`src/rtl/aes_sbox_arbiter.sv`:
```
// Shares one 16-byte S-box between key schedule and cipher: round-robin grant, 3-cycle lookup.
// Optional grant counters (ks_grant_cnt / ci_grant_cnt) are built when AES_SBOX_ARB_STATS_EN is defined.
module aes_sbox_arbiter (
    input  logic         clk,
    input  logic         reset_n,
    input  logic         ks_req,
    input  logic [127:0] ks_word,
    output logic         ks_ack,
    output logic [127:0] ks_result,
    input  logic         ci_req,
    input  logic [127:0] ci_word,
    output logic         ci_ack,
    output logic [127:0] ci_result,
    output logic [127:0] sboxw,
    input  logic [127:0] new_sboxw,
    output logic         busy,
    output logic         owner
`ifdef AES_SBOX_ARB_STATS_EN
    ,
    output logic [15:0]  ks_grant_cnt,
    output logic [15:0]  ci_grant_cnt
`endif
);
    typedef enum logic [1:0] {IDLE, LOOKUP, RESP} state_t;

    state_t state;
    logic   last_grant;   // 1 = cipher was granted last
    logic   grant_vld;
    logic   grant_ci;

    // A tie goes to whoever was not served last; a lone requester always wins.
    always_comb begin
        grant_vld = (state == IDLE) && (ks_req || ci_req);
        grant_ci  = ci_req && (!ks_req || !last_grant);
    end

    always_ff @(posedge clk or negedge reset_n) begin
        if (!reset_n) begin
            state      <= IDLE;
            last_grant <= 1'b1;
            owner      <= 1'b0;
            busy       <= 1'b0;
            sboxw      <= '0;
            ks_result  <= '0;
            ci_result  <= '0;
            ks_ack     <= 1'b0;
            ci_ack     <= 1'b0;
        end else begin
            ks_ack <= 1'b0;
            ci_ack <= 1'b0;
            case (state)
                IDLE: begin
                    if (grant_vld) begin
                        owner      <= grant_ci;
                        last_grant <= grant_ci;
                        sboxw      <= grant_ci ? ci_word : ks_word;
                        busy       <= 1'b1;
                        state      <= LOOKUP;
                    end
                end
                LOOKUP: begin
                    if (owner) ci_result <= new_sboxw;
                    else       ks_result <= new_sboxw;
                    state <= RESP;
                end
                RESP: begin
                    ks_ack <= !owner;
                    ci_ack <= owner;
                    busy   <= 1'b0;
                    state  <= IDLE;
                end
                default: begin
                    busy  <= 1'b0;
                    state <= IDLE;
                end
            endcase
        end
    end

`ifdef AES_SBOX_ARB_STATS_EN
    // Saturating grant counters, bumped on the same edge the grant is taken.
    always_ff @(posedge clk or negedge reset_n) begin
        if (!reset_n) begin
            ks_grant_cnt <= '0;
            ci_grant_cnt <= '0;
        end else if (grant_vld) begin
            if (grant_ci) begin
                if (ci_grant_cnt != 16'hFFFF) ci_grant_cnt <= ci_grant_cnt + 16'd1;
            end else begin
                if (ks_grant_cnt != 16'hFFFF) ks_grant_cnt <= ks_grant_cnt + 16'd1;
            end
        end
    end
`endif

endmodule

```
`config.mk`:
```
export PLATFORM = sky130hd
export DESIGN_NAME = aes_sbox_arbiter
export DESIGN_NICKNAME = d
export VERILOG_FILES = /design/src/rtl/aes_sbox_arbiter.sv
export SDC_FILE = /design/constraint.sdc
export NUM_CORES = 1
export LEC_CHECK = 0
export ABC_AREA = 1
export BUFFER_PORTS_ARGS = -buffer_cell sky130_fd_sc_hd__buf_2
export CAP_MARGIN = 10
export CORE_AREA = 5 5 299 301
export DETAILED_ROUTE_END_ITERATION = 8
export DIE_AREA = 0 0 304 306
export GPL_TIMING_DRIVEN = 0
export SETUP_SLACK_MARGIN = 0.3
export SYNTH_ARGS = -nofsm -noshare
export SYNTH_HDL_FRONTEND = slang
export SYNTH_SLANG_ARGS = --single-unit
export TNS_END_PERCENT = 50
```
`constraint.sdc`:
```
create_clock -name clk -period 1.9 [get_ports clk]
set_input_delay 0.19 -clock clk [delete_from_list [all_inputs] [get_ports clk]]
set_output_delay 0.19 -clock clk [all_outputs]
set_load 0.02 [all_outputs]
```
==> Yosys cells after proc, flatten, opt, wreduce, memory -nomap -nowiden <==
Cells that the tools add are included.
{ "word_totals": {"inputBits": 388, "word_cells": 33, "out_inout_bits": 388, "register_bits": 391} }
{ "classes": {"mux": 7, "n_bitwise": 2, "reduce_logical": 12, "eq_ne": 3} }
{ "op_table": {"columns": ["op", "n"], "rows": [
  ["128-bit 2-to-1 mux", 1],
  ["2-bit AND reduction", 4],
  ["2-bit one-hot mux with 2 select lines", 1],
  ["1-bit logical NOT", 3],
  ["1-bit 2-to-1 mux", 3],
  ["2-bit by 1-bit == test with 1-bit output, second input constant", 1],
  ["2-bit == test, second input constant", 1],
  ["1-bit logical AND", 2],
  ["2-bit logical NOT", 1],
  ["1-bit logical OR", 2],
  ["2-bit 2-to-1 mux", 1],
  ["2-bit != test, second input constant", 1],
  ["1-bit inverter", 2],
  ["1-bit one-hot mux with 2 select lines", 1]
]} }

==> Longest topological paths before layout <==
Gate-level depths: netlist of run 1.
{ "logic_depth": {"ltp_word": 4, "depth_mapped": 8, "ltp_nobuf": 6} }

==> Worst setup path after synthesis of run 1 <==
OpenSTA, ideal clock, no wires.
{ "synth_timing": {"path_kind": "reg2reg", "startpoint": "reg last_grant", "endpoint": "reg sboxw[118]", "n_path_buf": 2, "setup_ps": 118, "t_required_ps": 1782, "synth_period_minus_slack_ps": 1388, "setup_slack_ps": 512, "stages_incl_launch_ff": 8, "t_arrival_ps": 1270, "cell_sequence": "dfstp_2 -> nand2_1 -> nand2_1 -> buf_2 -> buf_1 -> nand2_1 -> nand3_1 -> nand2_1"} }
{ "synth_between": {"elab_chain_cells": 4} }
{ "synth_rtl": {"columns": ["item", "line", "text"], "rows": [
  ["from (decl)", "27", "logic last_grant;"],
  ["from (signal assigned)", "55", "last_grant <= grant_ci;"],
  ["1-bit logical NOT", "34", "grant_ci = ci_req && (!ks_req || !last_grant);"],
  ["1-bit logical OR", "34", null],
  ["1-bit logical AND", "34", null],
  ["128-bit 2-to-1 mux", "56", "sboxw <= grant_ci ? ci_word : ks_word;"],
  ["to (signal assigned)", "56", null],
  ["to (decl)", "14", "output logic [127:0] sboxw,"]
]} }
Every way passes these cells.
A chain may end at the register's enable or synchronous reset.

==> Worst setup path in the final report of run 1 <==
{ "layout_timing": {"startpoint": "reg last_grant", "endpoint": "reg sboxw[19]"} }
The elaborated chain is that of the path after synthesis.

==> flow_metrics.py, run 1 <==
metrics = {
    "synth": {
        "syn_inst": 2074,
        "syn_area_um2": 16900,
        "ys_ff_latch": 391,
        "ys_seq_area_share_pct": 58.0,
        "synth_fp_nets": 2462,
        "yosys_warnings": 0,
        "yosysUniqueCellTypes": 19,
        "avgSynthCellArea_um2": 8.13,
    },
    "floorplan": {
        "fp.dieArea_um2": 93000,
        "ios": 776,
        "dieWidth_um": 304,
        "core_area_um2": 86300,
        "row_count": 108,
        "die_h_um": 306,
        "initial_core_util_pct": 19.5,
    },
    "setup_path": {
        "crit_required_ns": 2.37,
        "reg2reg_from": "last_grant",
        "timing.critical_path.from": "last_grant",
        "end_kind": "flip-flop",
        "worstSetupEndpoint": "sboxw[19]",
        "critPathMaxFanout": 10,
        "worstReg2RegEnd": "sboxw[19]",
        "rrSetupSlack_ns": 0.30,
        "start_kind": "flip-flop",
        "cp.arrival_ns": 2.07,
        "reg2reg_depth": 6,
        "critPathKind": "flip-flop to flip-flop",
    },
    "outcome": {
        "violations": "negative hold slack",
        "status": "finished with violations",
    },
    "clock_tree": {
        "clock_latency_ns": 0.59,
        "htree_levels": 2,
        "cts_root_buffer": "clkbuf_16",
        "clockBufferDepth": 3,
        "cts_tree": "done",
        "cts.sinks": 391,
        "clk_pin_slew_ns": 0.06,
        "cts_buffers": 45,
        "cts_hold_buf": 363,
    },
    "cells_and_area": {
        "drive_above_1_share_pct": 29.4,
        "seqCellArea_um2": 9790,
        "final_area_um2": 27800,
        "fin_nets": 3652,
        "finalNonFillerCells": 4455,
        "multiInputGateArea_um2": 5100,
        "n_fill_cell": 8995,
        "post-route-util_pct": 32.1,
        "syn2layout_area_growth_pct": 64.5,
    },
    "placed_design": {
        "dp_cells": 4007,
        "placed_area_um2": 22300,
        "gp_congestion": 0.926,
        "hpwl_um": 59900,
        "port_buffers": 775,
    },
    "global_routing": {
        "grt_pass1_vias": 19600,
        "antenna_found_initial": 10,
        "grt_usage_pct": 16.5,
        "grt_max_degree": 109,
        "overflow": 0,
        "grt_pass1_wl_um": 121000,
    },
    "worst_hold_path": {
        "hp-class": "input port to asynchronous set/reset pin",
    },
    "timing": {
        "timing.fmax_mhz": 625,
        "finClkSkew_ns": 0.0185,
        "holdWs_ns": -0.341,
        "worstMarginPinSlew_ns": 0.899,
        "setup_tns_ns": 0,
        "slew_headroom_pct": 39.6,
        "fin_crit_sh_pct": 84.2,
        "rsz0062_at_grt": "yes",
        "period_needed_ns": 1.60,
        "report.final.slew_viol_count": 0,
        "hold_violations": 101,
        "setup_viol": 0,
    },
    "route": {
        "drc": 0,
        "vias_per_cell": 4.22,
        "first_pass_iters": 7,
        "wirelength_um": 80500,
        "first_iter_violations": 1227,
        "vias": 18800,
        "drt.antenna.violating_nets": 0,
        "wl_per_cell_um": 18.1,
    },
    "pwr": {
        "p_per_area_nw_per_um2": 1630,
        "p_leak_nw": 15.6,
        "peakVddDrop_mv": 0.934,
    },
    "run": {
        "cap_viol_max_count": 0,
    },
}
-- per-stage QoR --
step / hold WS [ns] / total power, mW / setup WS, ns
final: -0.341 / 45.3 / 0.300
after floorplan: -0.106 / 26.3 / 0.512
after global placement: 0.452 / 35.2 / -7.61
after detailed placement: 0.305 / 35.5 / -0.564
after global routing: -0.289 / 48.2 / 0.239
after CTS: -0.344 / 45.5 / 0.169
-- Yosys cell counts, drive strengths merged --
cell type / count / area [um2]
inv: 389 / 1460
nor2: 3 / 26.3
nor3: 2 / 10.0
o21ai: 257 / 1290
nand2: 650 / 2440
dfstp: 1 / 26.3
buf: 62 / 320
nand3: 256 / 1280
dfrtp: 390 / 9760
clkbuf: 64 / 254
-- layer usage --
metal / routed length (um) / track usage (%) / share of wire (%)
met3: 6020 / 3.80 / 7.5
met1: 32600 / 20.4 / 41
met5: 0 / 0 / 0
met4: 3990 / 7.35 / 5.0
met2: 37800 / 27.9 / 47
-- power by group --
| part | internal (mW) | switching, mW |
|---|---|---|
| clock | 5.12 | 3.73 |
| combinational | 6.94 | 14.6 |
| sequential | 12.5 | 2.40 |
| total | 24.6 | 20.7 |
-- how the worst min path moves through the flow --
stage	start	endpoint
after floorplan	reset_n	busy
after global placement	new_sboxw[38]	ci_result[38]
after detailed placement	reset_n	ks_result[86]
after CTS	reset_n	ci_result[83]
after global routing	reset_n	ks_result[83]
final	reset_n	ks_result[83]
-- final cells by class --
| class | count | area share [%] |
|---|---|---|
| Antenna cell | 4 | 0.0361 |
| Clock buffer | 63 | 4.45 |
| Sequential cell | 391 | 35.3 |
| Timing Repair Buffer | 1143 | 27.5 |
| Buffer | 126 | 3.06 |
| Inverter | 389 | 5.26 |
| Multi-Input combinational cell | 1168 | 18.4 |
| Clock inverter | 16 | 0.888 |
| Tap cell | 1155 | 5.21 |
-- what timing repair did --
action	in CTS	in global routing
setup endpoints to repair	364	314
setup buffers	1	1
pin swaps	1	1
resized for setup	91	78
endpoints found under the hold margin	481	101
-- registers in the layout, indices dropped and copies added (netlist names) --
register	count
busy	1
ci_ack	1
last_grant	1
sboxw	128
ks_ack	1
owner	1
ci_result	128
state	2
ks_result	128
-- layout by cell type (no fill, tap or decap), types with 20 or more instances in the layout --
master         synthesis  routed
buf_2                 46     805
nand2_1              649     646
dfrtp_1              390     390
inv_1                386     386
dlygate4sd3_1          0     363
nand3_1              256     252
o21ai_0              148     146
o21ai_1              109     111
clkbuf_16              0      45
clkbuf_4               3      30
clkbuf_1              59      28
clkbuf_2               2      20
-- cells by family after synthesis --
group | count (synthesis) | share of synthesized area (%)
AND/OR/NAND/NOR | 911 | 22.3
flip-flops | 391 | 58.0
buffers and inverters | 515 | 12.1
AO/OA/AOI/OAI | 257 | 7.63
-- worst max-delay path, cell delays in order (launching register included) --
cell and delay [ns]:
dfstp_2 0.37, nand2_1 0.10, buf_4 0.26, clkbuf_2 0.35
nand3_1 0.20, nand3_1 0.14, nand2_1 0.06
(Power assumes the default switching activity.)
==> run 2, diff against run 1 <==
Clock period 1.9 ns to 1.5 ns, I/O delays scaled along.
==> run 2 against run 1 <==
Compared with the run above: the flow finishes with violations (negative hold slack, negative setup slack); first-iteration DRC count up 5.8%; via count up 1.9%; final area is 9.0% higher; clock power up 23%; cell count increased by 1.4%; critical path depth decreased by 1; maximum frequency up 4.9%; hold slack got worse by 0.077 ns; combinational power increased by 51%; sequential power up 29%; clock-buffer cell count grew 5; largest power group unchanged; highest routed layer is now met5.
==> flow_metrics.py, run 2 (same netlist as run 1, synthesis figures left out) <==
metrics = {
    "outcome": {
        "status": "finished with violations",
        "violations": "negative hold slack, negative setup slack",
    },
    "run": {
        "cap_viol_max_count": 0,
    },
    "timing": {
        "report.final.slew_viol_count": 0,
        "finClkSkew_ns": 0.0213,
        "worstMarginPinSlew_ns": 0.671,
        "holdWs_ns": -0.418,
        "period_needed_ns": 1.53,
        "rsz0062_at_grt": "yes",
        "fin_crit_sh_pct": 102,
        "worst_slack_ns": -0.0264,
        "slew_headroom_pct": 55.2,
        "hold_violations": 84,
        "setup_viol": 4,
        "timing.fmax_mhz": 655,
    },
    "clock_tree": {
        "cts_buffers": 46,
        "clk_pin_slew_ns": 0.06,
        "cts.sinks": 391,
        "clock_latency_ns": 0.58,
        "htree_levels": 2,
        "cts_tree": "done",
        "cts_root_buffer": "clkbuf_16",
        "clockBufferDepth": 3,
        "cts_hold_buf": 381,
    },
    "pwr": {
        "peakVddDrop_mv": 1.33,
        "p_leak_nw": 16.6,
        "p_per_area_nw_per_um2": 2070,
    },
    "global_routing": {
        "grt_pass1_wl_um": 119000,
        "grt_pass1_vias": 19700,
        "overflow": 0,
        "antenna_found_initial": 9,
        "grt_usage_pct": 16.3,
        "grt_max_degree": 112,
    },
    "cells_and_area": {
        "final_common_cell": "buf_2",
        "drive_above_1_share_pct": 35.6,
        "n_fill_cell": 8626,
        "layout_common_cells": "781 x buf_2, 549 x nand2_1, 386 x inv_1, 386 x dfrtp_1, 381 x dlygate4sd3_1",
        "reg_top3": "ci_result (128), ks_result (128), sboxw (128)",
        "finalNonFillerCells": 4516,
        "fin_nets": 3711,
        "syn2layout_area_growth_pct": 79.4,
        "post-route-util_pct": 35.0,
    },
    "setup_path": {
        "critPathMaxFanout": 10,
        "end_kind": "flip-flop",
        "crit_required_ns": 1.98,
        "cp.arrival_ns": 2.01,
        "reg2reg_depth": 5,
        "critPathKind": "flip-flop to flip-flop",
        "start_kind": "flip-flop",
    },
    "floorplan": {
        "row_count": 108,
        "initial_core_util_pct": 19.5,
        "die_h_um": 306,
        "core_area_um2": 86300,
        "fp.dieArea_um2": 93000,
        "dieWidth_um": 304,
        "ios": 776,
    },
    "route": {
        "vias_per_cell": 4.25,
        "wl_met2_um": 39100,
        "maxUsedRoutingLayer": "met5",
        "vias": 19200,
        "wirelength_um": 84100,
        "first_iter_violations": 1298,
        "drc": 0,
        "wl_met1_um": 32100,
        "wl_per_cell_um": 18.6,
        "wl_met3_um": 7520,
        "drt.antenna.violating_nets": 0,
        "first_pass_iters": 5,
    },
    "placed_design": {
        "port_buffers": 775,
        "dp_cells": 4007,
        "gp_congestion": 0.919,
        "hpwl_um": 58400,
    },
    "worst_hold_path": {
        "hp-class": "input port to asynchronous set/reset pin",
    },
}
==> run 2: critical path: stages (launching register included) <==
cell	delay [ns]
dfrtp_1	0.42
nor2_4	0.26
nand2_8	0.15
buf_12	0.19
buf_4	0.19
o21ai_0	0.18
==> run 2: stage by stage <==
stage	area [um2]	hold WS [ns]	setup slack (ns)	power, mW	TNS (ns)
after CTS	28200	-0.433	0.0416	57.9	0
after global placement	22400	0.411	-8.70	44.7	-3168.99
after floorplan	17000	-0.146	0.265	33.5	0
after global routing	30300	-0.389	-0.102	66.3	-4.63
after detailed placement	22500	0.210	-0.864	45.0	-139.99
final	30300	-0.418	-0.0264	62.7	-0.0338
==> run 2: final cells by class <==
class                           count  area (um2)  share of cell area [%]
Sequential cell                   391        9790                    32.4
Timing Repair Buffer             1201        8630                    28.5
Multi-Input combinational cell   1168        5810                    19.2
Buffer                            126        1640                    5.43
Inverter                          389        1470                    4.85
Tap cell                         1155        1450                    4.78
Clock buffer                       68        1340                    4.44
Clock inverter                     14         121                   0.401
Antenna cell                        4        10.0                  0.0331
==> run 2: where the power goes <==
part	internal (mW)	switching, mW	total, mW
Combinational	12.4	20.2	32.6
Sequential	15.9	3.36	19.2
Clock	6.24	4.67	10.9
Total	34.5	28.2	62.7
==> run 2: timing repair <==
action / 4_1_cts / 5_1_grt
setup endpoints to repair: 776 / 871
gates cloned: 2 / 31
resized for setup: 139 / 520
pin swaps: 5 / 21
buffers inserted: 3 / 6
hold endpoints to repair: 468 / 84
==> run 2: worst paths after layout <==
path	endpoint	startpoint	slack, ns
min	ci_result[71]	reset_n	-0.42
max in group asynchronous	sboxw[105]	reset_n	0.37
max reg2reg	ks_result[40]	state[1]	-0.03
min in group clk	sboxw[8]	ci_word[8]	0.04
max	ks_result[40]	state[1]	-0.03
min reg2reg	sboxw[59]	sboxw[59]	0.47
==> run 2: routing by layer <==
metal  GRT usage (%)  vias up
met5               0        -
met4            9.08        8
met3            5.30      253
met2            26.6     1025
met1            18.9     9038
li1                -     8849
==> run 3, diff against run 2 <==
==> constraint.sdc (replaced) <==
create_clock -name clk -period 1.5 [get_ports clk]
set_input_delay 0.15 -clock clk [delete_from_list [all_inputs] [get_ports clk]]
set_output_delay 0.15 -clock clk [all_outputs]
set_load 0.05 [all_outputs]
==> run 3 against run 2 <==
Compared with the run above: the run ends with negative hold slack left; utilization decreased by 1.4 points; maximum frequency rose by 2.9%; global-route usage increased by 1.5 points; final area shrank 4.0%; combinational power up 29%; first-iteration DRC count is 0.15% lower; sequential cell count stayed put; die area stayed put; via count is essentially flat; clock-buffer cell count fell by 13; hold slack lost 0.088 ns.
==> flow_metrics.py, run 3 (same netlist as run 1, synthesis figures left out) <==
metrics = {
    "outcome": {
        "status": "finished with violations",
        "violations": "negative hold slack",
    },
    "pwr": {
        "sw_frac_of_total_pct": 53.9,
        "p_comb_share_pct": 57.5,
        "clockPowerShare_pct": 16.7,
        "peakVddDrop_mv": 1.75,
        "seq_power_share_pct": 25.8,
        "p_per_area_nw_per_um2": 2510,
        "p_int_mw": 33.6,
        "p_sw_mw": 39.3,
        "p_leak_nw": 16.1,
        "total_power_mw": 72.9,
    },
    "setup_path": {
        "crit_required_ns": 1.95,
        "rrSetupSlack_ns": 0.02,
        "cp.arrival_ns": 1.93,
        "critPathKind": "flip-flop to flip-flop",
        "end_kind": "flip-flop",
        "reg2reg_from": "last_grant",
        "start_kind": "flip-flop",
        "critPathMaxFanout": 8,
        "reg2reg_depth": 7,
        "worstReg2RegEnd": "sboxw[37]",
    },
    "timing": {
        "slew_headroom_pct": 48.9,
        "setup_viol": 0,
        "rsz0062_at_grt": "yes",
        "fin_crit_sh_pct": 98.9,
        "timing.fmax_mhz": 674,
        "hold_violations": 147,
        "finClkSkew_ns": 0.0203,
        "worst_slack_ns": 0.0167,
        "period_needed_ns": 1.48,
        "report.final.slew_viol_count": 0,
        "holdWs_ns": -0.505,
        "worstMarginPinSlew_ns": 0.767,
    },
    "cells_and_area": {
        "drive_above_1_share_pct": 31.4,
        "fin_nets": 3676,
        "post-route-util_pct": 33.6,
        "n_fill_cell": 8824,
        "final_area_um2": 29000,
        "layout_common_cells": "778 x buf_2, 632 x nand2_1, 389 x dfrtp_1",
        "final_common_cell": "buf_2",
        "reg_top3": "ci_result (128), ks_result (128), sboxw (128)",
        "syn2layout_area_growth_pct": 72.2,
    },
    "global_routing": {
        "grt_pass1_vias": 19900,
        "grt_max_degree": 124,
        "met1_usage_pct": 20.6,
        "grt_usage_pct": 17.7,
        "grt_use_met3_pct": 4.29,
        "use_met2_pct": 30.4,
        "overflow": 0,
        "antenna_found_initial": 8,
        "top_usage_layer": "met2",
        "grt_pass1_wl_um": 127000,
    },
    "floorplan": {
        "dieWidth_um": 304,
        "initial_core_util_pct": 19.5,
        "row_count": 108,
        "core_area_um2": 86300,
        "fp.dieArea_um2": 93000,
        "ios": 776,
        "die_h_um": 306,
    },
    "placed_design": {
        "port_buffers": 775,
        "placed_area_um2": 22400,
        "hpwl_um": 64100,
        "gp_congestion": 0.934,
        "place_ws_ns": -0.576,
    },
    "run": {
        "cap_viol_max_count": 0,
    },
    "route": {
        "wirelength_um": 86600,
        "vias_per_cell": 4.28,
        "wl_per_cell_um": 19.3,
        "drt.antenna.violating_nets": 0,
        "first_iter_violations": 1296,
        "vias": 19200,
        "drc": 0,
        "first_pass_iters": 8,
    },
    "clock_tree": {
        "clk_pin_slew_ns": 0.06,
        "cts_buffers": 44,
        "clockBufferDepth": 3,
        "cts_root_buffer": "clkbuf_16",
        "htree_levels": 2,
        "cts_tree": "done",
        "cts.sinks": 391,
        "clock_latency_ns": 0.58,
    },
    "worst_hold_path": {
        "hp-class": "input port to asynchronous set/reset pin",
    },
}
run 3: cell count changes in the layout (fill, tap and decap cells not counted), moves of 11 or more:
cell	previous run	this run
buf_4	18	38
clkbuf_4	2	18
nand2_4	25	5
buf_12	34	13
buf_6	31	11
o21ai_0	34	121
nand2_2	72	12
o21ai_2	53	0
clkbuf_16	76	56
buf_8	27	9
nand3_4	1	12
o21ai_1	170	136
nand2_1	549	632
run 3: metrics by stage:
stage	TNS, ns	instances	hold slack, ns
2_1_floorplan	0	2074	-0.146
3_3_place_gp	-3142.79	4004	0.409
3_5_place_dp	-132.32	4007	0.101
4_1_cts	0	4476	-0.541
5_1_grt	-3.30	4484	-0.517
6_report	0	4486	-0.505
run 3: repair_timing:
item | CTS | global route
gates cloned | 8 | 1
setup buffers | 5 | 0
hold endpoints to repair | 476 | 58
pin swaps | 10 | 2
resized for setup | 237 | 66
setup endpoints to repair | 776 | 882
hold buffers | 374 | 2
run 3: how the worst max path moves through the flow:
| stage | start | end | cells after the start |
|---|---|---|---|
| 6_report | last_grant | sboxw[37] | 7 |
| 5_1_grt | state[0] | ks_result[111] | 7 |
| 4_1_cts | last_grant | sboxw[37] | 7 |
| 3_5_place_dp | state[1] | sboxw[63] | 7 |
| 3_3_place_gp | reset_n | owner | 1 |
| 2_1_floorplan | owner | ks_result[100] | 6 |
run 3: cell type report:
type / instances / area [um2] / share of cell area [%]
Timing Repair Buffer: 1168 / 8000 / 27.6
Clock inverter: 27 / 415 / 1.43
Antenna cell: 7 / 17.5 / 0.0603
Tap cell: 1155 / 1450 / 4.98
Sequential cell: 391 / 9790 / 33.7
Inverter: 389 / 1460 / 5.03
Clock buffer: 55 / 1230 / 4.25
Buffer: 126 / 1290 / 4.45
Multi-Input combinational cell: 1168 / 5380 / 18.5
run 3: metal layers:
metal	wire, um	part of all wire (%)
met5	0	0
met4	5550	6.4
met3	6270	7.2
met2	41600	48
met1	33200	38
run 3: power groups by stage:
stage	logic, mW	registers [mW]	clock network (mW)
detailed placement	38.9	18.8	0
floorplan	8.42	36.6	0
finish	41.9	18.8	12.2
global placement	38.6	18.7	0
CTS	41.8	18.7	12.6
global route	44.2	19.4	13.0
run 3: critical path, stage by stage (launching register included):
cell and delay [ns]:
dfstp_2 0.56, nand2_4 0.08, nand2_8 0.11, buf_12 0.18, clkbuf_8 0.18, nand2_1 0.06, nand3_2 0.10, nand2_1 0.06
